[src/rtl/raifes_md_issue_if.sv]
// Signal bundle between execute, the MD responder and writeback for raifes_md_issue.
// master: the issue controller; slave: the surrounding pipeline / MD unit.
interface raifes_md_issue_if #(
  parameter int unsigned XPR_LEN          = 32,
  parameter int unsigned MD_OP_WIDTH      = 2,
  parameter int unsigned MD_OUT_SEL_WIDTH = 2
);
  logic                        ex_md_valid;
  logic                        ex_kill;
  logic [MD_OP_WIDTH-1:0]      ex_md_op;
  logic [MD_OUT_SEL_WIDTH-1:0] ex_md_out_sel;
  logic                        ex_in_1_signed;
  logic                        ex_in_2_signed;
  logic [XPR_LEN-1:0]          ex_rs1;
  logic [XPR_LEN-1:0]          ex_rs2;
  logic [4:0]                  ex_rd;
  logic                        md_stall;

  logic                        req_valid;
  logic                        req_ready;
  logic [MD_OP_WIDTH-1:0]      req_op;
  logic [MD_OUT_SEL_WIDTH-1:0] req_out_sel;
  logic                        req_in_1_signed;
  logic                        req_in_2_signed;
  logic [XPR_LEN-1:0]          req_in_1;
  logic [XPR_LEN-1:0]          req_in_2;

  logic                        resp_valid;
  logic [XPR_LEN-1:0]          resp_result;

  logic                        wb_valid;
  logic                        wb_ready;
  logic [4:0]                  wb_rd;
  logic [XPR_LEN-1:0]          wb_data;
  logic                        md_err;

  modport master (
    input  ex_md_valid, ex_kill, ex_md_op, ex_md_out_sel, ex_in_1_signed, ex_in_2_signed,
           ex_rs1, ex_rs2, ex_rd, req_ready, resp_valid, resp_result, wb_ready,
    output md_stall, req_valid, req_op, req_out_sel, req_in_1_signed, req_in_2_signed,
           req_in_1, req_in_2, wb_valid, wb_rd, wb_data, md_err
  );

  modport slave (
    output ex_md_valid, ex_kill, ex_md_op, ex_md_out_sel, ex_in_1_signed, ex_in_2_signed,
           ex_rs1, ex_rs2, ex_rd, req_ready, resp_valid, resp_result, wb_ready,
    input  md_stall, req_valid, req_op, req_out_sel, req_in_1_signed, req_in_2_signed,
           req_in_1, req_in_2, wb_valid, wb_rd, wb_data, md_err
  );
endinterface

[src/rtl/raifes_md_issue.sv]
// Requester-side MD issue controller: latches an execute-stage MUL/DIV/REM, runs the
// MD request/response handshake, hands the result to writeback and drains killed ops.
module raifes_md_issue #(
  parameter int unsigned TIMEOUT          = 64,
  parameter int unsigned TIMEOUT_W        = 8,
  parameter int unsigned XPR_LEN          = 32,
  parameter int unsigned MD_OP_WIDTH      = 2,
  parameter int unsigned MD_OUT_SEL_WIDTH = 2
) (
  input logic              clk,
  input logic              reset_n,
  raifes_md_issue_if.master md
);
  localparam logic [2:0] S_IDLE  = 3'd0;
  localparam logic [2:0] S_REQ   = 3'd1;
  localparam logic [2:0] S_WAIT  = 3'd2;
  localparam logic [2:0] S_DRAIN = 3'd3;
  localparam logic [2:0] S_WB    = 3'd4;

  localparam logic [TIMEOUT_W-1:0] WD_LAST = TIMEOUT_W'(TIMEOUT - 1);

  logic [2:0]                  state_q, state_d;
  logic [MD_OP_WIDTH-1:0]      op_q;
  logic [MD_OUT_SEL_WIDTH-1:0] sel_q;
  logic                        s1_q, s2_q;
  logic [XPR_LEN-1:0]          rs1_q, rs2_q, wb_data_q;
  logic [4:0]                  rd_q;
  logic [TIMEOUT_W-1:0]        wd_q;
  logic                        err_q;

  logic latch_c, capture_c, wd_clr_c, wd_inc_c, err_c, expired_c;
  logic stall_c, req_valid_c, wb_valid_c;

  assign expired_c = (wd_q == WD_LAST);

  // Next-state, handshake outputs and stall decode
  always_comb begin
    state_d     = state_q;
    latch_c     = 1'b0;
    capture_c   = 1'b0;
    wd_clr_c    = 1'b0;
    wd_inc_c    = 1'b0;
    err_c       = 1'b0;
    stall_c     = 1'b0;
    req_valid_c = 1'b0;
    wb_valid_c  = 1'b0;
    case (state_q)
      S_IDLE: begin
        if (md.ex_md_valid && !md.ex_kill) begin
          latch_c = 1'b1;
          stall_c = 1'b1;
          state_d = S_REQ;
        end
      end
      S_REQ: begin
        req_valid_c = 1'b1;
        stall_c     = 1'b1;
        if (md.req_ready) begin
          // a kill cannot retract an accepted transfer, so its response must be drained
          wd_clr_c = 1'b1;
          state_d  = md.ex_kill ? S_DRAIN : S_WAIT;
        end else if (md.ex_kill) begin
          state_d = S_IDLE;
        end
      end
      S_WAIT: begin
        stall_c  = 1'b1;
        wd_inc_c = 1'b1;
        if (md.resp_valid) begin
          capture_c = !md.ex_kill;
          state_d   = md.ex_kill ? S_IDLE : S_WB;
        end else if (expired_c) begin
          err_c   = 1'b1;
          state_d = S_IDLE;
        end else if (md.ex_kill) begin
          wd_clr_c = 1'b1;
          state_d  = S_DRAIN;
        end
      end
      S_DRAIN: begin
        stall_c  = md.ex_md_valid;
        wd_inc_c = 1'b1;
        if (md.resp_valid) begin
          state_d = S_IDLE;
        end else if (expired_c) begin
          err_c   = 1'b1;
          state_d = S_IDLE;
        end
      end
      S_WB: begin
        wb_valid_c = !md.ex_kill;
        stall_c    = !(md.wb_ready && !md.ex_kill);
        if (md.ex_kill || md.wb_ready) begin
          state_d = S_IDLE;
        end
      end
      default: state_d = S_IDLE;
    endcase
  end

  // State, instruction latches, result capture and watchdog
  always_ff @(posedge clk or negedge reset_n) begin
    if (!reset_n) begin
      state_q   <= S_IDLE;
      op_q      <= '0;
      sel_q     <= '0;
      s1_q      <= 1'b0;
      s2_q      <= 1'b0;
      rs1_q     <= '0;
      rs2_q     <= '0;
      rd_q      <= '0;
      wb_data_q <= '0;
      wd_q      <= '0;
      err_q     <= 1'b0;
    end else begin
      state_q <= state_d;
      err_q   <= err_c;
      if (latch_c) begin
        op_q  <= md.ex_md_op;
        sel_q <= md.ex_md_out_sel;
        s1_q  <= md.ex_in_1_signed;
        s2_q  <= md.ex_in_2_signed;
        rs1_q <= md.ex_rs1;
        rs2_q <= md.ex_rs2;
        rd_q  <= md.ex_rd;
      end
      if (capture_c) begin
        wb_data_q <= md.resp_result;
      end
      if (wd_clr_c) begin
        wd_q <= '0;
      end else if (wd_inc_c) begin
        wd_q <= wd_q + TIMEOUT_W'(1);
      end
    end
  end

  assign md.md_stall        = stall_c;
  assign md.req_valid       = req_valid_c;
  assign md.req_op          = op_q;
  assign md.req_out_sel     = sel_q;
  assign md.req_in_1_signed = s1_q;
  assign md.req_in_2_signed = s2_q;
  assign md.req_in_1        = rs1_q;
  assign md.req_in_2        = rs2_q;
  assign md.wb_valid        = wb_valid_c;
  assign md.wb_rd           = rd_q;
  assign md.wb_data         = wb_data_q;
  assign md.md_err          = err_q;
endmodule

[src/flat_wrapper.sv]
// flat-port wrapper written by rule: the top's interface ports become plain ports
module raifes_md_issue_flat 
#(
  parameter int unsigned TIMEOUT          = 64,
  parameter int unsigned TIMEOUT_W        = 8,
  parameter int unsigned XPR_LEN          = 32,
  parameter int unsigned MD_OP_WIDTH      = 2,
  parameter int unsigned MD_OUT_SEL_WIDTH = 2
)
  (clk, reset_n, md_ex_md_valid, md_ex_kill, md_ex_md_op, md_ex_md_out_sel, md_ex_in_1_signed, md_ex_in_2_signed, md_ex_rs1, md_ex_rs2, md_ex_rd, md_req_ready, md_resp_valid, md_resp_result, md_wb_ready, md_md_stall, md_req_valid, md_req_op, md_req_out_sel, md_req_in_1_signed, md_req_in_2_signed, md_req_in_1, md_req_in_2, md_wb_valid, md_wb_rd, md_wb_data, md_md_err);
  raifes_md_issue_if #(.XPR_LEN(XPR_LEN), .MD_OP_WIDTH(MD_OP_WIDTH), .MD_OUT_SEL_WIDTH(MD_OUT_SEL_WIDTH)) md_i ();
  input logic clk;
  input logic reset_n;
  input wire logic [$bits(md_i.ex_md_valid)-1:0] md_ex_md_valid;
  input wire logic [$bits(md_i.ex_kill)-1:0] md_ex_kill;
  input wire logic [$bits(md_i.ex_md_op)-1:0] md_ex_md_op;
  input wire logic [$bits(md_i.ex_md_out_sel)-1:0] md_ex_md_out_sel;
  input wire logic [$bits(md_i.ex_in_1_signed)-1:0] md_ex_in_1_signed;
  input wire logic [$bits(md_i.ex_in_2_signed)-1:0] md_ex_in_2_signed;
  input wire logic [$bits(md_i.ex_rs1)-1:0] md_ex_rs1;
  input wire logic [$bits(md_i.ex_rs2)-1:0] md_ex_rs2;
  input wire logic [$bits(md_i.ex_rd)-1:0] md_ex_rd;
  input wire logic [$bits(md_i.req_ready)-1:0] md_req_ready;
  input wire logic [$bits(md_i.resp_valid)-1:0] md_resp_valid;
  input wire logic [$bits(md_i.resp_result)-1:0] md_resp_result;
  input wire logic [$bits(md_i.wb_ready)-1:0] md_wb_ready;
  output wire logic [$bits(md_i.md_stall)-1:0] md_md_stall;
  output wire logic [$bits(md_i.req_valid)-1:0] md_req_valid;
  output wire logic [$bits(md_i.req_op)-1:0] md_req_op;
  output wire logic [$bits(md_i.req_out_sel)-1:0] md_req_out_sel;
  output wire logic [$bits(md_i.req_in_1_signed)-1:0] md_req_in_1_signed;
  output wire logic [$bits(md_i.req_in_2_signed)-1:0] md_req_in_2_signed;
  output wire logic [$bits(md_i.req_in_1)-1:0] md_req_in_1;
  output wire logic [$bits(md_i.req_in_2)-1:0] md_req_in_2;
  output wire logic [$bits(md_i.wb_valid)-1:0] md_wb_valid;
  output wire logic [$bits(md_i.wb_rd)-1:0] md_wb_rd;
  output wire logic [$bits(md_i.wb_data)-1:0] md_wb_data;
  output wire logic [$bits(md_i.md_err)-1:0] md_md_err;
  assign md_i.ex_md_valid = md_ex_md_valid;
  assign md_i.ex_kill = md_ex_kill;
  assign md_i.ex_md_op = md_ex_md_op;
  assign md_i.ex_md_out_sel = md_ex_md_out_sel;
  assign md_i.ex_in_1_signed = md_ex_in_1_signed;
  assign md_i.ex_in_2_signed = md_ex_in_2_signed;
  assign md_i.ex_rs1 = md_ex_rs1;
  assign md_i.ex_rs2 = md_ex_rs2;
  assign md_i.ex_rd = md_ex_rd;
  assign md_i.req_ready = md_req_ready;
  assign md_i.resp_valid = md_resp_valid;
  assign md_i.resp_result = md_resp_result;
  assign md_i.wb_ready = md_wb_ready;
  assign md_md_stall = md_i.md_stall;
  assign md_req_valid = md_i.req_valid;
  assign md_req_op = md_i.req_op;
  assign md_req_out_sel = md_i.req_out_sel;
  assign md_req_in_1_signed = md_i.req_in_1_signed;
  assign md_req_in_2_signed = md_i.req_in_2_signed;
  assign md_req_in_1 = md_i.req_in_1;
  assign md_req_in_2 = md_i.req_in_2;
  assign md_wb_valid = md_i.wb_valid;
  assign md_wb_rd = md_i.wb_rd;
  assign md_wb_data = md_i.wb_data;
  assign md_md_err = md_i.md_err;
  raifes_md_issue #(.TIMEOUT(TIMEOUT), .TIMEOUT_W(TIMEOUT_W), .XPR_LEN(XPR_LEN), .MD_OP_WIDTH(MD_OP_WIDTH), .MD_OUT_SEL_WIDTH(MD_OUT_SEL_WIDTH)) u_core (.clk(clk), .reset_n(reset_n), .md(md_i));
endmodule
[config.mk]
export PLATFORM = sky130hd
export DESIGN_NAME = raifes_md_issue_flat
export DESIGN_NICKNAME = d
export VERILOG_FILES = /design/src/rtl/raifes_md_issue_if.sv /design/src/rtl/raifes_md_issue.sv /design/src/flat_wrapper.sv
export SDC_FILE = /design/constraint.sdc
export NUM_CORES = 1
export LEC_CHECK = 0
export ABC_AREA = 1
export CAP_MARGIN = 20
export CORE_AREA = 8 8 126 128
export CTS_CLUSTER_SIZE = 30
export DETAILED_ROUTE_END_ITERATION = 8
export DIE_AREA = 0 0 134 136
export GPL_TIMING_DRIVEN = 0
export PLACE_DENSITY_LB_ADDON = 0.2
export SLEW_MARGIN = 20
export SYNTH_ARGS = -nofsm -noshare
export SYNTH_HDL_FRONTEND = slang
export SYNTH_SLANG_ARGS = --single-unit
[constraint.sdc]
create_clock -name clk -period 1.8 [get_ports clk]
set_input_delay 0.18 -clock clk [delete_from_list [all_inputs] [get_ports clk]]
set_output_delay 0.18 -clock clk [all_outputs]
set_load 0.1 [all_outputs]
==> results.py, run 1 <==
metrics = {
    "run_status": {
        "status": "complete, but fails checks",
        "failed_checks": "negative setup slack",
    },
    "placed_design": {
        "io_buffers": 224,
        "preCtsSetupSlack_ns": -1.08,
        "place.gp.congestion": 0.775,
        "hpwlAfterDp_um": 10300,
        "place_area_sq_mm": 0.00738,
    },
    "logic_synthesis": {
        "ys_warn_count": 0,
        "synth-seq-cells": 119,
        "ys_types": 25,
        "syn_area_sq_mm": 0.00487,
        "synth.avg_cell_area_sq_um": 14.9,
        "synthesis.nets": 442,
        "yosysSeqAreaShare_pct": 61.1,
        "netlist_instances": 327,
    },
    "die": {
        "dieArea_sq_mm": 0.0182,
        "coreArea_sq_mm": 0.0140,
        "die_h_um": 136,
        "initial_core_util_pct": 34.7,
        "io_pins": 225,
        "num_rows": 44,
        "chipWidth_um": 134,
    },
    "layout": {
        "antennaDiodeCount": 0,
        "syn_to_final_growth_pct": 62.9,
        "fillers": 1195,
        "layout_commonest_cell": "dfrtp_1",
        "multiInputGateArea_sq_mm": 0.00175,
        "seq_area_sq_mm": 0.00298,
        "final_cell_area_sq_mm": 0.00794,
        "layout_common_cells": "dfrtp_1 (117), clkdlybuf4s50_1 (112), mux2_2 (68)",
        "fin_nets": 700,
        "layout-drive-gt1-share_pct": 47.7,
    },
    "global_routing": {
        "grt_pass1_wl_um": 21300,
        "antenna_found_initial": 0,
        "grt_pass1_vias": 3812,
        "overflow": 0,
        "grt_max_degree": 71,
        "grtUsageTotal_pct": 15.4,
    },
    "routing": {
        "drcViolationCount": 0,
        "antenna_left": 0,
        "finalWirelength_um": 14000,
        "num_vias": 3529,
        "wl_per_cell_um": 17.8,
        "dr.pass1.iters": 4,
        "via_per_inst": 4.51,
        "dr.first_iter.drc_count": 115,
    },
    "cts": {
        "clockBufferDepth": 2,
        "cts_tree": "built",
        "h-tree-depth": 4,
        "cts_root_buffer": "clkbuf_16",
        "numClockSinks": 119,
        "cts.clk_slew.worst_paths_ns": 0.05,
        "clk_latency_ns": 0.41,
        "numCtsBuffers": 17,
    },
    "timing": {
        "hold_violations": 0,
        "setup_violations": 1,
        "slew_headroom_pct": 35.9,
        "setup_slack_ns": -0.0852,
        "worstMarginPinSlew_ns": 0.965,
        "fin_skew_ns": 0.0108,
        "rsz0062_at_grt": "true",
        "slew_viol_final": 0,
        "period_needed_ns": 1.89,
        "max_freq_ghz": 0.530,
        "fin_crit_sh_pct": 105,
    },
    "critical_path": {
        "cp_max_fo": 7,
        "start_kind": "flop",
        "criticalPathCategory": "reg -> out",
        "arrival_ns": 1.71,
        "endpoint_kind": "output pin",
        "cp_data_required_time_ns": 1.62,
        "crit_start": "u_core.state_q[0]",
        "worstReg2RegStart": "u_core.state_q[0]",
    },
    "run": {
        "maxCapViolCount": 0,
    },
    "hold_path": {
        "hold_class": "in -> async",
    },
}
-- final cells by class --
class                           instances  share of cell area [%]
Clock inverter                          8                    1.48
Sequential cell                       119                    37.5
Buffer                                 10                    1.29
Timing Repair Buffer                  240                    27.6
Clock buffer                           24                    6.32
Inverter                               17                   0.804
Multi-Input combinational cell        180                    22.1
Tap cell                              184                    2.90
-- repair_timing --
action                                  CTS  global route
hold endpoints to repair                 69             0
hold buffers                              1             0
endpoints found under the setup margin  111            57
pin swaps                                 1             3
gates resized for setup                 294            62
buffers inserted                          4            10
-- per-stage QoR --
step / util, % / hold slack, ns / TNS (ns) / std cells
after CTS: 57.8 / 0.359 / -0.213 / 773
after global routing: 56.6 / 0.355 / -0.150 / 782
after global placement: 52.3 / 0.487 / -489.94 / 735
final: 56.6 / 0.354 / -0.0852 / 782
after floorplan: - / -0.116 / -0.769 / 327
after detailed placement: 52.5 / 0.235 / -6.17 / 736
-- worst max-delay path, cell delays in order (launching register included) --
cell,delay [ns]
dfrtp_2,0.44
nor2_4,0.12
nand2_2,0.08
inv_2,0.09
nand2_4,0.07
buf_12,0.14
o211ai_1,0.09
buf_6,0.26
-- final timing paths --
check	end	slack [ns]	depth (start not counted)
min in group clk	u_core.md.wb_data[29]	0.37	2
min	u_core.md.req_in_1[25]	0.35	2
max in group asynchronous	u_core.state_q[0]	0.75	3
min reg2reg	u_core.md.wb_data[26]	0.50	1
max	md_md_stall	-0.09	7
max reg2reg	u_core.md.req_in_1[24]	0.09	8
-- cells by family after synthesis --
kind of cell    count (synthesis)  share of synthesized area [%]
compound gates                  8                          0.976
xor+xnor                        6                           1.08
fa+ha+maj                       1                          0.257
buf+inv                        28                           3.47
flops                         119                           61.1
mux                           107                           27.7
simple gates                   58                           5.39
-- synth_stat cells --
cell        n  area share [%]
o211ai_1    1            0.15
a31oi_1     1            0.13
mux2_4     39              12
nor3_1      2            0.21
xor2_1      6             1.1
nand2_4     1            0.23
nor2_1     19             1.5
buf_6       8             1.8
nor2_4      1            0.23
o21ai_0     4            0.41
nand2_2     1            0.13
nand3b_1    1            0.15
nand4_1     2            0.26
inv_2       1           0.077
nand3_2     1            0.21
buf_2       3            0.31
dfrtp_1   119              61
inv_1      16             1.2
nand2_1    23             1.8
ha_1        1            0.26
o21ai_2     1            0.18
a21oi_1     1            0.10
nor2_2      1            0.13
nand3_1     6            0.62
mux2_2     68              16
-- per-layer routing --
metal  vias up  routed length, um  GRT usage, %
li1       1629                  -             -
met5         -                  0             0
met1      1732               5920          18.2
met2       153               6680          24.0
met3        15               1130          6.54
met4         0                220          6.86
-- sequential cells by signal (all words and copies together) (netlist names) --
name,flops
u_core.state_q,3
u_core.md.wb_rd,5
u_core.md.md_err,1
u_core.md.req_in_2_signed,1
u_core.md.wb_data,32
u_core.md.req_in_1_signed,1
u_core.md.req_in_1,32
u_core.wd_q,8
u_core.md.req_out_sel,2
u_core.md.req_op,2
u_core.md.req_in_2,32
Power of run 1 is not shown: default switching activity piles up to over one toggle a cycle in this logic, so the estimate is an artifact.
==> run 2: changes to the inputs <==
CTS_BUF_LIST = sky130_fd_sc_hd__clkbuf_16   (was unset)
==> run 2 against run 1 <==
Compared with the run above:
- the flow still finishes with violations (negative setup slack)
- hold slack got worse by 0.0021 ns
- critical path type unchanged
- non-clock buffer count unchanged
- fmax up 0.34%
- cell count unchanged
- clock-buffer cell count is 7 lower
- sequential share of layout area grew 0.28 points
- via count fell by 0.45%
- clock skew down 0.0060 ns
- register-to-register slack barely moved
- first-iteration DRC count fell by 4.3%
- design area fell by 0.74%
==> results.py, run 2 (synthesis results as in run 1) <==
metrics = {
    "run_status": {
        "status": "complete, but fails checks",
        "failed_checks": "negative setup slack",
    },
    "placed_design": {
        "hpwlAfterDp_um": 10300,
        "dp.cells": 736,
        "place.gp.congestion": 0.775,
        "io_buffers": 224,
    },
    "cts": {
        "clk_latency_ns": 0.41,
        "cts.clk_slew.worst_paths_ns": 0.05,
        "cts_tree": "built",
        "numCtsBuffers": 17,
        "clockBufferDepth": 2,
        "cts_root_buffer": "clkbuf_16",
        "numClockSinks": 119,
        "h-tree-depth": 4,
    },
    "layout": {
        "syn_to_final_growth_pct": 61.7,
        "layout-drive-gt1-share_pct": 46.7,
        "fin_nets": 700,
        "multiInputGateArea_sq_mm": 0.00175,
        "layout_common_cells": "dfrtp_1 (117), clkdlybuf4s50_1 (112), mux2_2 (68)",
        "antennaDiodeCount": 0,
        "seq_area_sq_mm": 0.00298,
        "fin_util_pct": 56.1,
        "fillers": 1206,
        "final-instance-count-excl-fill": 782,
        "layout_commonest_cell": "dfrtp_1",
    },
    "routing": {
        "num_vias": 3513,
        "wl_per_cell_um": 17.9,
        "antenna_left": 0,
        "via_per_inst": 4.49,
        "drcViolationCount": 0,
        "dr.first_iter.drc_count": 110,
        "dr.pass1.iters": 4,
        "finalWirelength_um": 14000,
    },
    "critical_path": {
        "endpoint_kind": "output pin",
        "worstReg2RegStart": "u_core.state_q[0]",
        "start_kind": "flop",
        "cp_data_required_time_ns": 1.62,
        "criticalPathCategory": "reg -> out",
        "cp_max_fo": 7,
        "crit_start": "u_core.state_q[0]",
        "arrival_ns": 1.70,
    },
    "timing": {
        "setup_slack_ns": -0.0789,
        "fin_skew_ns": 0.00473,
        "fin_crit_sh_pct": 104,
        "rsz0062_at_grt": "true",
        "slew_headroom_pct": 35.5,
        "worstMarginPinSlew_ns": 0.971,
        "setup_violations": 1,
        "worst_hold_slack_ns": 0.352,
        "period_needed_ns": 1.88,
        "hold_violations": 0,
        "max_freq_ghz": 0.532,
        "slew_viol_final": 0,
    },
    "global_routing": {
        "grt_pass1_wl_um": 21300,
        "grt_pass1_vias": 3815,
        "overflow": 0,
        "antenna_found_initial": 0,
        "grt_max_degree": 71,
        "grtUsageTotal_pct": 15.3,
    },
    "die": {
        "die_h_um": 136,
        "initial_core_util_pct": 34.7,
        "coreArea_sq_mm": 0.0140,
        "chipWidth_um": 134,
        "io_pins": 225,
        "num_rows": 44,
        "dieArea_sq_mm": 0.0182,
    },
    "run": {
        "maxCapViolCount": 0,
    },
    "hold_path": {
        "hold_class": "in -> async",
    },
}
run 2: cell count changes in the layout (fill, tap and decap cells not counted):
cell             before  now
clkbuf_2             53   54
clkdlybuf4s15_2      53   51
dlygate4sd2_1         0    1
clkbuf_1              2    0
clkinv_1              0    5
inv_1                14   16
clkbuf_8              5    0
run 2: path summary, 6_finish.rpt:
kind,to,slack (ns),depth (start not counted)
max in group asynchronous,u_core.state_q[0],0.74,3
setup / recovery,md_md_stall,-0.08,7
hold / removal,u_core.md.req_in_1[25],0.35,2
setup reg to reg,u_core.md.req_in_1[24],0.10,8
hold reg to reg,u_core.md.wb_data[26],0.50,1
min in group clk,u_core.md.wb_data[29],0.38,2
run 2: final cells by class:
class / count / share of cell area (%)
sequential: 119 / 37.8
buffer: 10 / 1.30
multi-input combinational: 180 / 22.2
inverter: 17 / 0.810
clock inverter: 15 / 1.83
clock buffer: 17 / 5.40
timing repair buffer: 240 / 27.7
tap: 184 / 2.92
run 2: layer usage:
metal | routed length [um] | vias to the layer above | part of all wire (%) | track usage (%)
met2 | 6660 | 152 | 48 | 24.1
li1 | - | 1629 | - | -
met4 | 242 | 0 | 1.7 | 6.86
met1 | 5920 | 1714 | 42 | 18.1
met5 | 0 | - | 0 | 0
met3 | 1150 | 18 | 8.3 | 6.43
run 2: what timing repair did:
item / CTS / global route
hold buffers: 1 / 0
setup endpoints to repair: 111 / 57
gates resized for setup: 292 / 62
endpoints found under the hold margin: 69 / 0
buffers inserted: 4 / 10
pin swaps: 1 / 3
run 2: critical path, stage by stage (launching register included):
cell and delay, ns:
dfrtp_2 0.44, nor2_4 0.12, nand2_2 0.08, inv_2 0.09, nand2_4 0.06, buf_12 0.14, o211ai_1 0.09, buf_6 0.26
run 2: per-stage QoR:
stage / instance area [sq um] / setup WS (ns) / TNS, ns
finish: 7880 / -0.0789 / -0.0789
global route: 7880 / -0.154 / -0.154
CTS: 8070 / -0.213 / -0.213
detailed placement: 7380 / -1.08 / -6.17
global placement: 7350 / -4.54 / -489.94
floorplan: 4870 / -0.491 / -0.769
Power of run 2 is left out for the same reason.
==> run 3: changes to the inputs <==
CORE_AREA = 8 8 119 121   (was 8 8 126 128)
DIE_AREA = 0 0 127 129   (was 0 0 134 136)
==> run 3 against run 2 <==
Compared with the run above:
- the flow now finishes without violations
- die area decreased by 10%
- sequential cell count unchanged
- register-to-register slack about the same
- clock skew increased by 0.00089 ns
- worst setup slack improved by 0.080 ns
- first-iteration DRC count increased by 75%
- non-clock buffer count increased by 2
- critical endpoint unchanged
==> results.py, run 3 (synthesis results as in run 1) <==
metrics = {
    "cts": {
        "numClockSinks": 119,
        "h-tree-depth": 4,
        "numCtsBuffers": 17,
        "cts_tree": "built",
        "clk_latency_ns": 0.41,
        "clockBufferDepth": 2,
        "cts.clk_slew.worst_paths_ns": 0.06,
        "cts_root_buffer": "clkbuf_16",
    },
    "layout": {
        "fillers": 986,
        "layout_commonest_cell": "dfrtp_1",
        "final_cell_area_sq_mm": 0.00781,
        "syn_to_final_growth_pct": 60.3,
        "layout-drive-gt1-share_pct": 48.0,
        "fin_nets": 702,
        "layout_common_cells": "dfrtp_1 (117), clkdlybuf4s50_1 (112), mux2_2 (68)",
        "seq_area_sq_mm": 0.00298,
        "multiInputGateArea_sq_mm": 0.00178,
        "antennaDiodeCount": 0,
    },
    "die": {
        "io_pins": 225,
        "chipWidth_um": 127,
        "num_rows": 41,
        "dieArea_sq_mm": 0.0164,
        "die_h_um": 129,
        "coreArea_sq_mm": 0.0123,
        "initial_core_util_pct": 39.6,
    },
    "timing": {
        "max_freq_ghz": 0.556,
        "fin_crit_sh_pct": 99.9,
        "worstMarginPinSlew_ns": 0.969,
        "hold_violations": 0,
        "period_needed_ns": 1.80,
        "slew_viol_final": 0,
        "setup_tns_ns": 0,
        "slew_headroom_pct": 35.7,
        "rsz0062_at_grt": "true",
        "fin_skew_ns": 0.00562,
        "setup_violations": 0,
    },
    "placed_design": {
        "io_buffers": 224,
        "hpwlAfterDp_um": 10300,
        "place.gp.congestion": 0.848,
        "place_area_sq_mm": 0.00733,
    },
    "run_status": {
        "status": "finished clean",
    },
    "global_routing": {
        "grt_pass1_vias": 3867,
        "grtUsageTotal_pct": 16.9,
        "grt_pass1_wl_um": 20900,
        "overflow": 0,
        "grt_max_degree": 67,
        "antenna_found_initial": 0,
    },
    "routing": {
        "finalWirelength_um": 13700,
        "wl_met3_um": 1240,
        "dr.pass1.iters": 4,
        "highest_layer": "met4",
        "drcViolationCount": 0,
        "num_vias": 3529,
        "antenna_left": 0,
        "dr.first_iter.drc_count": 192,
        "drt-met1-wl_um": 5810,
        "met2_length_um": 6410,
        "wl_per_cell_um": 18.2,
        "via_per_inst": 4.71,
    },
    "critical_path": {
        "cp_max_fo": 7,
        "criticalPathCategory": "reg -> out",
        "start_kind": "flop",
        "endpoint_kind": "output pin",
        "cp_data_required_time_ns": 1.62,
        "reg2reg_slack_ns": 0.09,
        "arrival_ns": 1.62,
    },
    "run": {
        "maxCapViolCount": 0,
    },
    "hold_path": {
        "hold_class": "in -> async",
    },
}
[run 3: cell types whose count changed in the layout (fill, tap and decap cells not counted), sizes merged]
cell | previous run | this run
buf | 29 | 30
bufinv | 3 | 0
clkbuf | 71 | 74
clkdlybuf4s15 | 53 | 52
clkinv | 9 | 11
clkinvlp | 1 | 4
dlygate4sd2 | 1 | 0
inv | 19 | 17
[run 3: per-stage QoR]
stage	hold slack (ns)	utilization [%]	worst slack, ns	cells
final	0.307	63.5	0.000914	750
after global routing	0.344	63.5	-0.0762	750
after CTS	0.311	64.6	-0.231	738
after detailed placement	0.181	59.6	-1.04	702
after global placement	0.486	59.3	-4.48	701
after floorplan	-0.116	-	-0.491	327
[run 3: cell type report]
class	count	share of cell area (%)
clock inverters	15	1.15
repair buffers	243	28.2
well taps	150	2.40
multi-input cells	180	22.7
clock buffers	17	5.45
plain buffers	9	1.06
inverters	17	0.849
flip-flops and latches	119	38.1
[run 3: timing repair]
item,in CTS,in global routing
gates cloned,0,0
resized for setup,288,71
hold buffers,1,0
pin swaps,2,3
setup buffers,3,14
hold endpoints to repair,53,0
endpoints found under the setup margin,111,59
[run 3: per-layer routing]
layer  up-vias  track usage, %
li1       1640               -
met1      1702            19.3
met2       171            26.7
met3        16            8.15
met4         0            6.65
met5         -               0
[run 3: worst paths after layout]
path                                         end  cells after the start             startpoint
hold / removal              u_core.md.wb_data[9]                      2                reset_n
max in group asynchronous      u_core.state_q[1]                      3                reset_n
setup / recovery                     md_md_stall                      6      u_core.state_q[1]
hold reg to reg            u_core.md.wb_data[14]                      1  u_core.md.wb_data[14]
min in group clk            u_core.md.wb_data[6]                      2      md_resp_result[6]
setup reg to reg           u_core.md.req_in_1[3]                      8      u_core.state_q[0]
[run 3: worst max-delay path, stage by stage (launching register included)]
cell and delay [ns]:
dfrtp_2 0.42, buf_6 0.14, nand2_8 0.10, inv_4 0.04, a31oi_1 0.17, o211ai_1 0.12, buf_6 0.20
Power of run 3 is left out for the same reason.
